`src/rtl/multiplier_seq_param_if.sv`:
```
// Operand/product handshake bundle for multiplier_seq_param.
// master drives operands and accepts products; slave is the multiplier.
interface multiplier_seq_param_if #(
  parameter int unsigned WIDTH = 32
);
  logic                 in_valid;
  logic                 in_ready;
  logic [WIDTH-1:0]     a;
  logic [WIDTH-1:0]     b;
  logic                 tc;
  logic                 out_valid;
  logic                 out_ready;
  logic [2*WIDTH-1:0]   product;

  modport master (
    output in_valid, a, b, tc, out_ready,
    input  in_ready, out_valid, product
  );

  modport slave (
    input  in_valid, a, b, tc, out_ready,
    output in_ready, out_valid, product
  );
endinterface

```
`src/rtl/multiplier_seq_param.sv`:
```
// Iterative shift-add multiplier, unsigned or two's-complement per transaction.
// Operands are reduced to magnitudes on capture, multiplied over up to WIDTH RUN
// cycles, and the sign is applied in a single SIGN cycle.
// Optional macro MULT_EARLY_TERM_EN: leave RUN as soon as the remaining
// multiplier bits are all zero (same results, shorter latency).
module multiplier_seq_param #(
  parameter int unsigned WIDTH = 32
) (
  input logic                   clk,
  input logic                   rst,
  multiplier_seq_param_if.slave bus
);

  localparam int unsigned CW = (WIDTH > 2) ? $clog2(WIDTH) : 1;

  typedef enum logic [1:0] {StIdle, StRun, StSign, StDone} state_e;

  state_e               state_q;
  logic                 in_ready_q;
  logic                 out_valid_q;
  logic [2*WIDTH-1:0]   product_q;
  logic [2*WIDTH-1:0]   acc_q;
  // Multiplicand pre-shifted by count, so no barrel shifter is needed.
  logic [2*WIDTH-1:0]   mcand_q;
  logic [WIDTH-1:0]     mb_q;
  logic [CW-1:0]        count_q;
  logic                 neg_q;

  logic [WIDTH-1:0]     a_mag;
  logic [WIDTH-1:0]     b_mag;
  logic                 run_last;

  // Operand magnitudes; -(-2^(W-1)) wraps to 2^(W-1), which is correct unsigned.
  always_comb begin
    a_mag = bus.a;
    b_mag = bus.b;
    if (bus.tc && bus.a[WIDTH-1]) a_mag = -bus.a;
    if (bus.tc && bus.b[WIDTH-1]) b_mag = -bus.b;
  end

  // Last RUN cycle: all WIDTH bits consumed, or (optionally) nothing left to add.
  always_comb begin
    run_last = (count_q == CW'(WIDTH - 1));
`ifdef MULT_EARLY_TERM_EN
    if (mb_q[WIDTH-1:1] == '0) run_last = 1'b1;
`else
`endif
  end

  // Control FSM and datapath with registered handshake outputs.
  always_ff @(posedge clk or posedge rst) begin
    if (rst) begin
      state_q     <= StIdle;
      in_ready_q  <= 1'b1;
      out_valid_q <= 1'b0;
      product_q   <= '0;
      acc_q       <= '0;
      mcand_q     <= '0;
      mb_q        <= '0;
      count_q     <= '0;
      neg_q       <= 1'b0;
    end else begin
      unique case (state_q)
        StIdle: begin
          if (bus.in_valid) begin
            mcand_q    <= {{WIDTH{1'b0}}, a_mag};
            mb_q       <= b_mag;
            neg_q      <= bus.tc & (bus.a[WIDTH-1] ^ bus.b[WIDTH-1]);
            acc_q      <= '0;
            count_q    <= '0;
            in_ready_q <= 1'b0;
            state_q    <= StRun;
          end
        end
        StRun: begin
          if (mb_q[0]) acc_q <= acc_q + mcand_q;
          mcand_q <= mcand_q << 1;
          mb_q    <= mb_q >> 1;
          count_q <= count_q + CW'(1);
          if (run_last) state_q <= StSign;
        end
        StSign: begin
          product_q   <= neg_q ? -acc_q : acc_q;
          out_valid_q <= 1'b1;
          state_q     <= StDone;
        end
        StDone: begin
          // New operands are only considered once back in IDLE.
          if (bus.out_ready) begin
            out_valid_q <= 1'b0;
            in_ready_q  <= 1'b1;
            state_q     <= StIdle;
          end
        end
        default: state_q <= StIdle;
      endcase
    end
  end

  assign bus.in_ready  = in_ready_q;
  assign bus.out_valid = out_valid_q;
  assign bus.product   = product_q;

endmodule

```
`src/flat_wrapper.sv`:
```
// flat-port wrapper written by rule: the top's interface ports become plain ports
module multiplier_seq_param_flat 
#(
  parameter int unsigned WIDTH = 32
)
  (clk, rst, bus_in_valid, bus_a, bus_b, bus_tc, bus_out_ready, bus_in_ready, bus_out_valid, bus_product);
  multiplier_seq_param_if #(.WIDTH(WIDTH)) bus_i ();
  input logic clk;
  input logic rst;
  input wire logic [$bits(bus_i.in_valid)-1:0] bus_in_valid;
  input wire logic [$bits(bus_i.a)-1:0] bus_a;
  input wire logic [$bits(bus_i.b)-1:0] bus_b;
  input wire logic [$bits(bus_i.tc)-1:0] bus_tc;
  input wire logic [$bits(bus_i.out_ready)-1:0] bus_out_ready;
  output wire logic [$bits(bus_i.in_ready)-1:0] bus_in_ready;
  output wire logic [$bits(bus_i.out_valid)-1:0] bus_out_valid;
  output wire logic [$bits(bus_i.product)-1:0] bus_product;
  assign bus_i.in_valid = bus_in_valid;
  assign bus_i.a = bus_a;
  assign bus_i.b = bus_b;
  assign bus_i.tc = bus_tc;
  assign bus_i.out_ready = bus_out_ready;
  assign bus_in_ready = bus_i.in_ready;
  assign bus_out_valid = bus_i.out_valid;
  assign bus_product = bus_i.product;
  multiplier_seq_param #(.WIDTH(WIDTH)) u_core (.clk(clk), .rst(rst), .bus(bus_i));
endmodule
```
`config.mk`:
```
export PLATFORM = sky130hd
export DESIGN_NAME = multiplier_seq_param_flat
export DESIGN_NICKNAME = d
export VERILOG_FILES = /design/src/rtl/multiplier_seq_param_if.sv /design/src/rtl/multiplier_seq_param.sv /design/src/flat_wrapper.sv
export SDC_FILE = /design/constraint.sdc
export NUM_CORES = 1
export LEC_CHECK = 0
export ABC_AREA = 1
export BUFFER_PORTS_ARGS = -buffer_cell sky130_fd_sc_hd__clkbuf_2
export CAP_MARGIN = 20
export CELL_PAD_IN_SITES_DETAIL_PLACEMENT = 0
export CELL_PAD_IN_SITES_GLOBAL_PLACEMENT = 1
export CORE_AREA = 2 2 214 216
export DETAILED_ROUTE_END_ITERATION = 12
export DIE_AREA = 0 0 216 218
export MAX_ROUTING_LAYER = met4
export PLACE_DENSITY_LB_ADDON = 0.1
export SLEW_MARGIN = 20
export SYNTH_ARGS = -nofsm -noshare
export SYNTH_HDL_FRONTEND = slang
export SYNTH_SLANG_ARGS = --single-unit
```
`constraint.sdc`:
```
create_clock -name clk -period 8.79 [get_ports clk]
set_input_delay 0 -clock clk [delete_from_list [all_inputs] [get_ports clk]]
set_output_delay 0 -clock clk [all_outputs]
set_load 0.02 [all_outputs]
```
* Word level (Yosys, flattened, before mapping) *
Cells that the tools add are included.

storage, ports and cells
  register bits = 234
  output and inout bits = 66

operators by class
  equal/unequal tests = 8
  reductions and logical operators = 12
  bitwise operators = 2
  muxes and demuxes = 21
  $add $sub $neg = 5

operator list
  cell                 count
  $mux 64              4
  $pmux 64 s2          2
  $mux 32              3
  $add 64x64->64       1
  $neg 32->32          2
  $neg 64->64          1
  $pmux 32 s2          1
  $pmux 5 s2           1
  $reduce_and 3->1     3
  $pmux 2 s4           1
  $mux 2               3
  $reduce_and 2->1     3
  $reduce_bool 2->1    3
  $add 5x1->5 const B  1
  $eq 5x5->1 const B   1
  $mux 5               1
  $eq 2x2->1 const B   2
  $ne 2x1->1 const B   2
  $ne 2x2->1 const B   2
  $pmux 1 s2           2
  $mux 1               3
  $eq 2x1->1 const B   1
  $logic_and 1x1->1    2
  $logic_not 2->1      1
  other kinds (2)      2

* Depth between registers and ports, before layout *
  depth in word-level cells = 4
  mapped depth = 16
  mapped depth without buffers = 16

* Worst setup path before layout *
No wires, ideal clock.

  path kind = register to register
  from = register u_core.acc_q[0]
  to = register u_core.acc_q[36]
  stages on the path, launching flop included = 16
  path buffers = 0
  arrival = 1.876 ns
  clock period less this slack = 2.012 ns
  slack = 6.778 ns
  cell sequence = dfrtp_1 -> ha_1 -> inv_1 -> fa_1 -> inv_1 -> nand3_1 -> nand2_1 -> nand3_1 -> nand3_1 -> nand2_1 -> nand2_1 -> nand2_1 -> nand2_1 -> nand2_1 -> nand3_1 -> o21ai_0

on the way
  word-level cells in the longest chain between the ends = 3

RTL lines
  what                      RTL line                    RTL
  start: declaration        multiplier_seq_param.sv:22  logic [2*WIDTH-1:0] acc_q;
  start signal: assignment  multiplier_seq_param.sv:76  if (mb_q[0]) acc_q <= acc_q + mcand_q;
  $add 64x64->64            multiplier_seq_param.sv:76
  $mux 64                   multiplier_seq_param.sv:76
  $pmux 64 s2               multiplier_seq_param.sv:63  unique case (state_q)

No other way between the ends. The select of a mux whose other input is x is not followed.
A chain may end at the register's enable or synchronous reset.

* Worst setup path after layout *
  from = register u_core.state_q[1]
  to = register u_core.acc_q[29]

on the way
  word-level cells in the longest chain between the ends = 3
  elaborated cells between the ends (all ways) = 7
  classes of those cells = eq/ne: 3; mux: 1; reduce/logical: 3

RTL lines
  what                                                  RTL line                    RTL
  start: declaration                                    multiplier_seq_param.sv:18  state_e state_q;
  start signal: assignment                              multiplier_seq_param.sv:53  state_q <= StIdle;
  start signal: assignment                              multiplier_seq_param.sv:72  state_q <= StRun;
  start signal: assignment                              multiplier_seq_param.sv:80  if (run_last) state_q <= StSign;
  $eq 2x1->1 / $logic_not 2->1 (equally long branches)  multiplier_seq_param.sv:63
  $ne 2x1->1 (no source line) (tied with other cells)   --
  $reduce_and 3->1 (no source line)                     --

Parallel ways exist; a longest one is shown, timed or not.

==> out/metrics.yaml <==
power_and_ir_drop:
  irDropWorstVdd_mv: 0.3531
  seqPwrFrac_pct: 25.7
  comb_power_share_pct: 57.4
  leakagePower_nw: 12.17
  p_switching_mw: 4.366
  p_clk_share_pct: 17.0
  power_density_nw_per_um2: 375.9
  switching_share_pct: 52.48
  intPower_mw: 3.953
timing:
  tightest_slew_ns: 1.052
  period_share_pct: 38.05
  rsz0062_at_grt: "false"
  fmax_mhz: 299.0
  min_period_ns: 3.345
  clock_skew_ns: 0.02407
  final_max_slew_viol_count: 0
  setup_slack_ns: 5.445
  holdWs_ns: -0.009187
  hold_viol: 4
  relSlewSlack_pct: 29.80
  setup_tns_ns: 0
  setup_violations: 0
die:
  fp.dieArea_um2: 47090
  num_rows: 78
  die_x_um: 216
  die_y_um: 218
  core_area_um2: 44890
  start_util_pct: 42.24
  ioPinCount: 135
clock_tree:
  post_cts_resized: 0
  cts_root_buf: "clkbuf_16"
  cts-buffers-inserted: 30
  clk_latency_ns: 0.60
  cts_tree: "yes"
  cts_buffer_depth: 3
  cts.clk_slew.worst_paths_ns: 0.06
  htree_levels: 1
  cts.sinks: 234
  postCtsSetupBuffers: 0
route:
  num_vias: 20254
  routedWlPerCell_um: 17.45
  postRouteAntennaNets: 0
  routed_wl_mm: 68.79
  first_pass_iters: 6
  route.detailed.drc: 0
  drtIter0Drc: 1601
  vias_per_cell: 5.137
critical_path:
  critPathCaptureType: "flip-flop"
  worstPathRequired_ns: 9.30
  cp_max_fo: 49
  cp_data_arrival_time_ns: 3.86
  critPathLaunchType: "flip-flop"
  crit_type: "flip-flop to flip-flop"
finish:
  nets: 3463
  fillers: 4807
  num_antenna_cells: 0
  register_area_um2: 5858
  syn2layout_area_growth_pct: 16.70
  final_common_cell: "nand2_1"
  post-route-util_pct: 49.29
  final_cell_mix: "nand2_1 (1123), inv_1 (512), nor2_1 (319)"
  multi_input_area_um2: 10850
  drive_gt1_share_pct: 7.628
global_routing:
  grt_pass1_vias: 19291
  antenna_found_initial: 1
  overflow: 0
  grt_max_degree: 89
  grtUsageTotal_pct: 30.34
  grt_pass1_wl_mm: 109.2
synthesis:
  synth.avg_cell_area_um2: 6.041
  netlist_instances: 3139
  synth_nets: 3281
  ys_warn_count: 0
  synthesis.area_um2: 18960
  synth_edf_count: 0
  ys_ff_latch: 234
  ys.flop_type: "dfrtp_1"
  synthArstFlopShare_pct: 100.0
  ys_types: 50
  yosysSeqAreaShare_pct: 30.89
placement:
  dp_hpwl_mm: 54.35
  place_ws_ns: 5.463
  io_buffers: 134
  gp_congestion: 0.9474
hold_path:
  worstHoldPathType: "input pin to asynchronous set/reset pin"
run_status:
  outcome: "finished with violations"
  violations: "hold timing"
job:
  timing.max_cap.violations: 0
[worst max-delay path, cell delays in order, from the launching register on]
cell,delay (ns)
dfrtp_1,0.40
inv_1,0.10
ha_2,0.17
buf_4,0.48
nand2_1,0.11
buf_4,0.27
nor2_4,0.60
buf_4,0.47
inv_2,0.26
a21oi_1,0.17
o21ai_0,0.10
o21ai_0,0.09
[path summary, 6_finish.rpt]
check / from / depth (start not counted) / to / slack [ns]
worst max-delay path: u_core.state_q[1]$_DFFE_PP0P_ / 11 / u_core.acc_q[29]$_DFFE_PP0P_ / 5.45
worst min-delay path: rst / 3 / u_core.mcand_q[2]$_DFFE_PP0P_ / -0.009
worst max register to register: u_core.state_q[1]$_DFFE_PP0P_ / 11 / u_core.acc_q[29]$_DFFE_PP0P_ / 5.45
worst min register to register: u_core.mb_q[12]$_DFFE_PP0P_ / 2 / u_core.mb_q[12]$_DFFE_PP0P_ / 0.48
max in group asynchronous: rst / 5 / u_core.bus.out_valid$_DFFE_PP0P_ / 6.96
min in group clk: bus_out_ready / 3 / u_core.bus.out_valid$_DFFE_PP0P_ / 0.16
[layer usage]
metal | routed length, um | part of all wire [%] | track usage (%)
met5 | 0 | 0 | -
met4 | 1099 | 1.6 | 4.886
met3 | 4345 | 6.3 | 3.515
met2 | 29760 | 43 | 46.31
met1 | 33590 | 49 | 43.93
[through the flow]
| step | area [um2] | power [mW] | cells |
|---|---|---|---|
| after floorplan | 18960 | 5.260 | 3139 |
| after global placement | 20200 | 6.773 | 3808 |
| after detailed placement | 20200 | 6.820 | 3808 |
| after CTS | 22130 | 8.313 | 3943 |
| after global routing | 22130 | 9.056 | 3943 |
| final | 22130 | 8.319 | 3943 |
[layout make-up]
type / count / area share (%)
clock inverters: 17 / 1.385
well taps: 600 / 3.392
inverters: 523 / 8.905
flip-flops and latches: 234 / 26.47
repair buffers: 228 / 7.135
multi-input cells: 2304 / 49.02
clock buffers: 37 / 3.692
[cells by family (layout without fill, tap and decap cells)]
family          Yosys count  after routing  share of synthesized area [%]
mux                       1              1                        0.05938
flops                   234            234                          30.89
compound gates          384            384                          11.07
buf+inv                 601            805                          12.03
simple gates           1796           1796                          38.79
xor+xnor                 50             50                          2.309
fa+ha+maj                73             73                          4.856
[timing repair]
item                                   4_1_cts  5_1_grt
hold buffers                                81        0
setup endpoints to repair                    0        0
endpoints found under the hold margin      140        0
[sequential cells by signal (all words and copies together) (netlist names)]
name	count
u_core.state_q	2
u_core.mcand_q	64
u_core.mb_q	32
u_core.acc_q	64
u_core.bus.product	64
u_core.neg_q	1
u_core.bus.out_valid	1
u_core.bus.in_ready	1
u_core.count_q	5
[power by group through the flow]
stage | Combinational, mW | Sequential (mW) | Clock, mW
floorplan | 3.25 | 2.01 | 0
global placement | 4.65 | 2.12 | 0
detailed placement | 4.69 | 2.13 | 0
CTS | 4.75 | 2.12 | 1.44
global route | 5.39 | 2.18 | 1.48
finish | 4.77 | 2.14 | 1.41
[Yosys cell counts (3+ instances only)]
cell | n | share of area (%)
nand2_1 | 1123 | 22
buf_1 | 14 | 0.28
o22ai_1 | 37 | 1.2
clkbuf_1 | 45 | 0.89
ha_1 | 72 | 4.8
nor4_1 | 8 | 0.26
nand3_1 | 223 | 5.9
xnor2_1 | 6 | 0.28
or2_2 | 13 | 0.43
buf_2 | 18 | 0.48
dfrtp_1 | 233 | 31
o31ai_1 | 4 | 0.16
o21ai_1 | 14 | 0.37
inv_2 | 6 | 0.12
a21oi_1 | 119 | 3.1
nor2_1 | 320 | 6.3
nand2_2 | 6 | 0.20
o211ai_1 | 19 | 0.75
nor3_1 | 32 | 0.84
o21bai_1 | 3 | 0.12
nand3b_1 | 4 | 0.16
o21ai_0 | 158 | 4.2
nand4_1 | 40 | 1.3
xor2_1 | 44 | 2.0
a31oi_1 | 16 | 0.53
a22oi_1 | 3 | 0.12
inv_1 | 515 | 10
nor2_2 | 13 | 0.43
(Power assumes the default switching activity.)
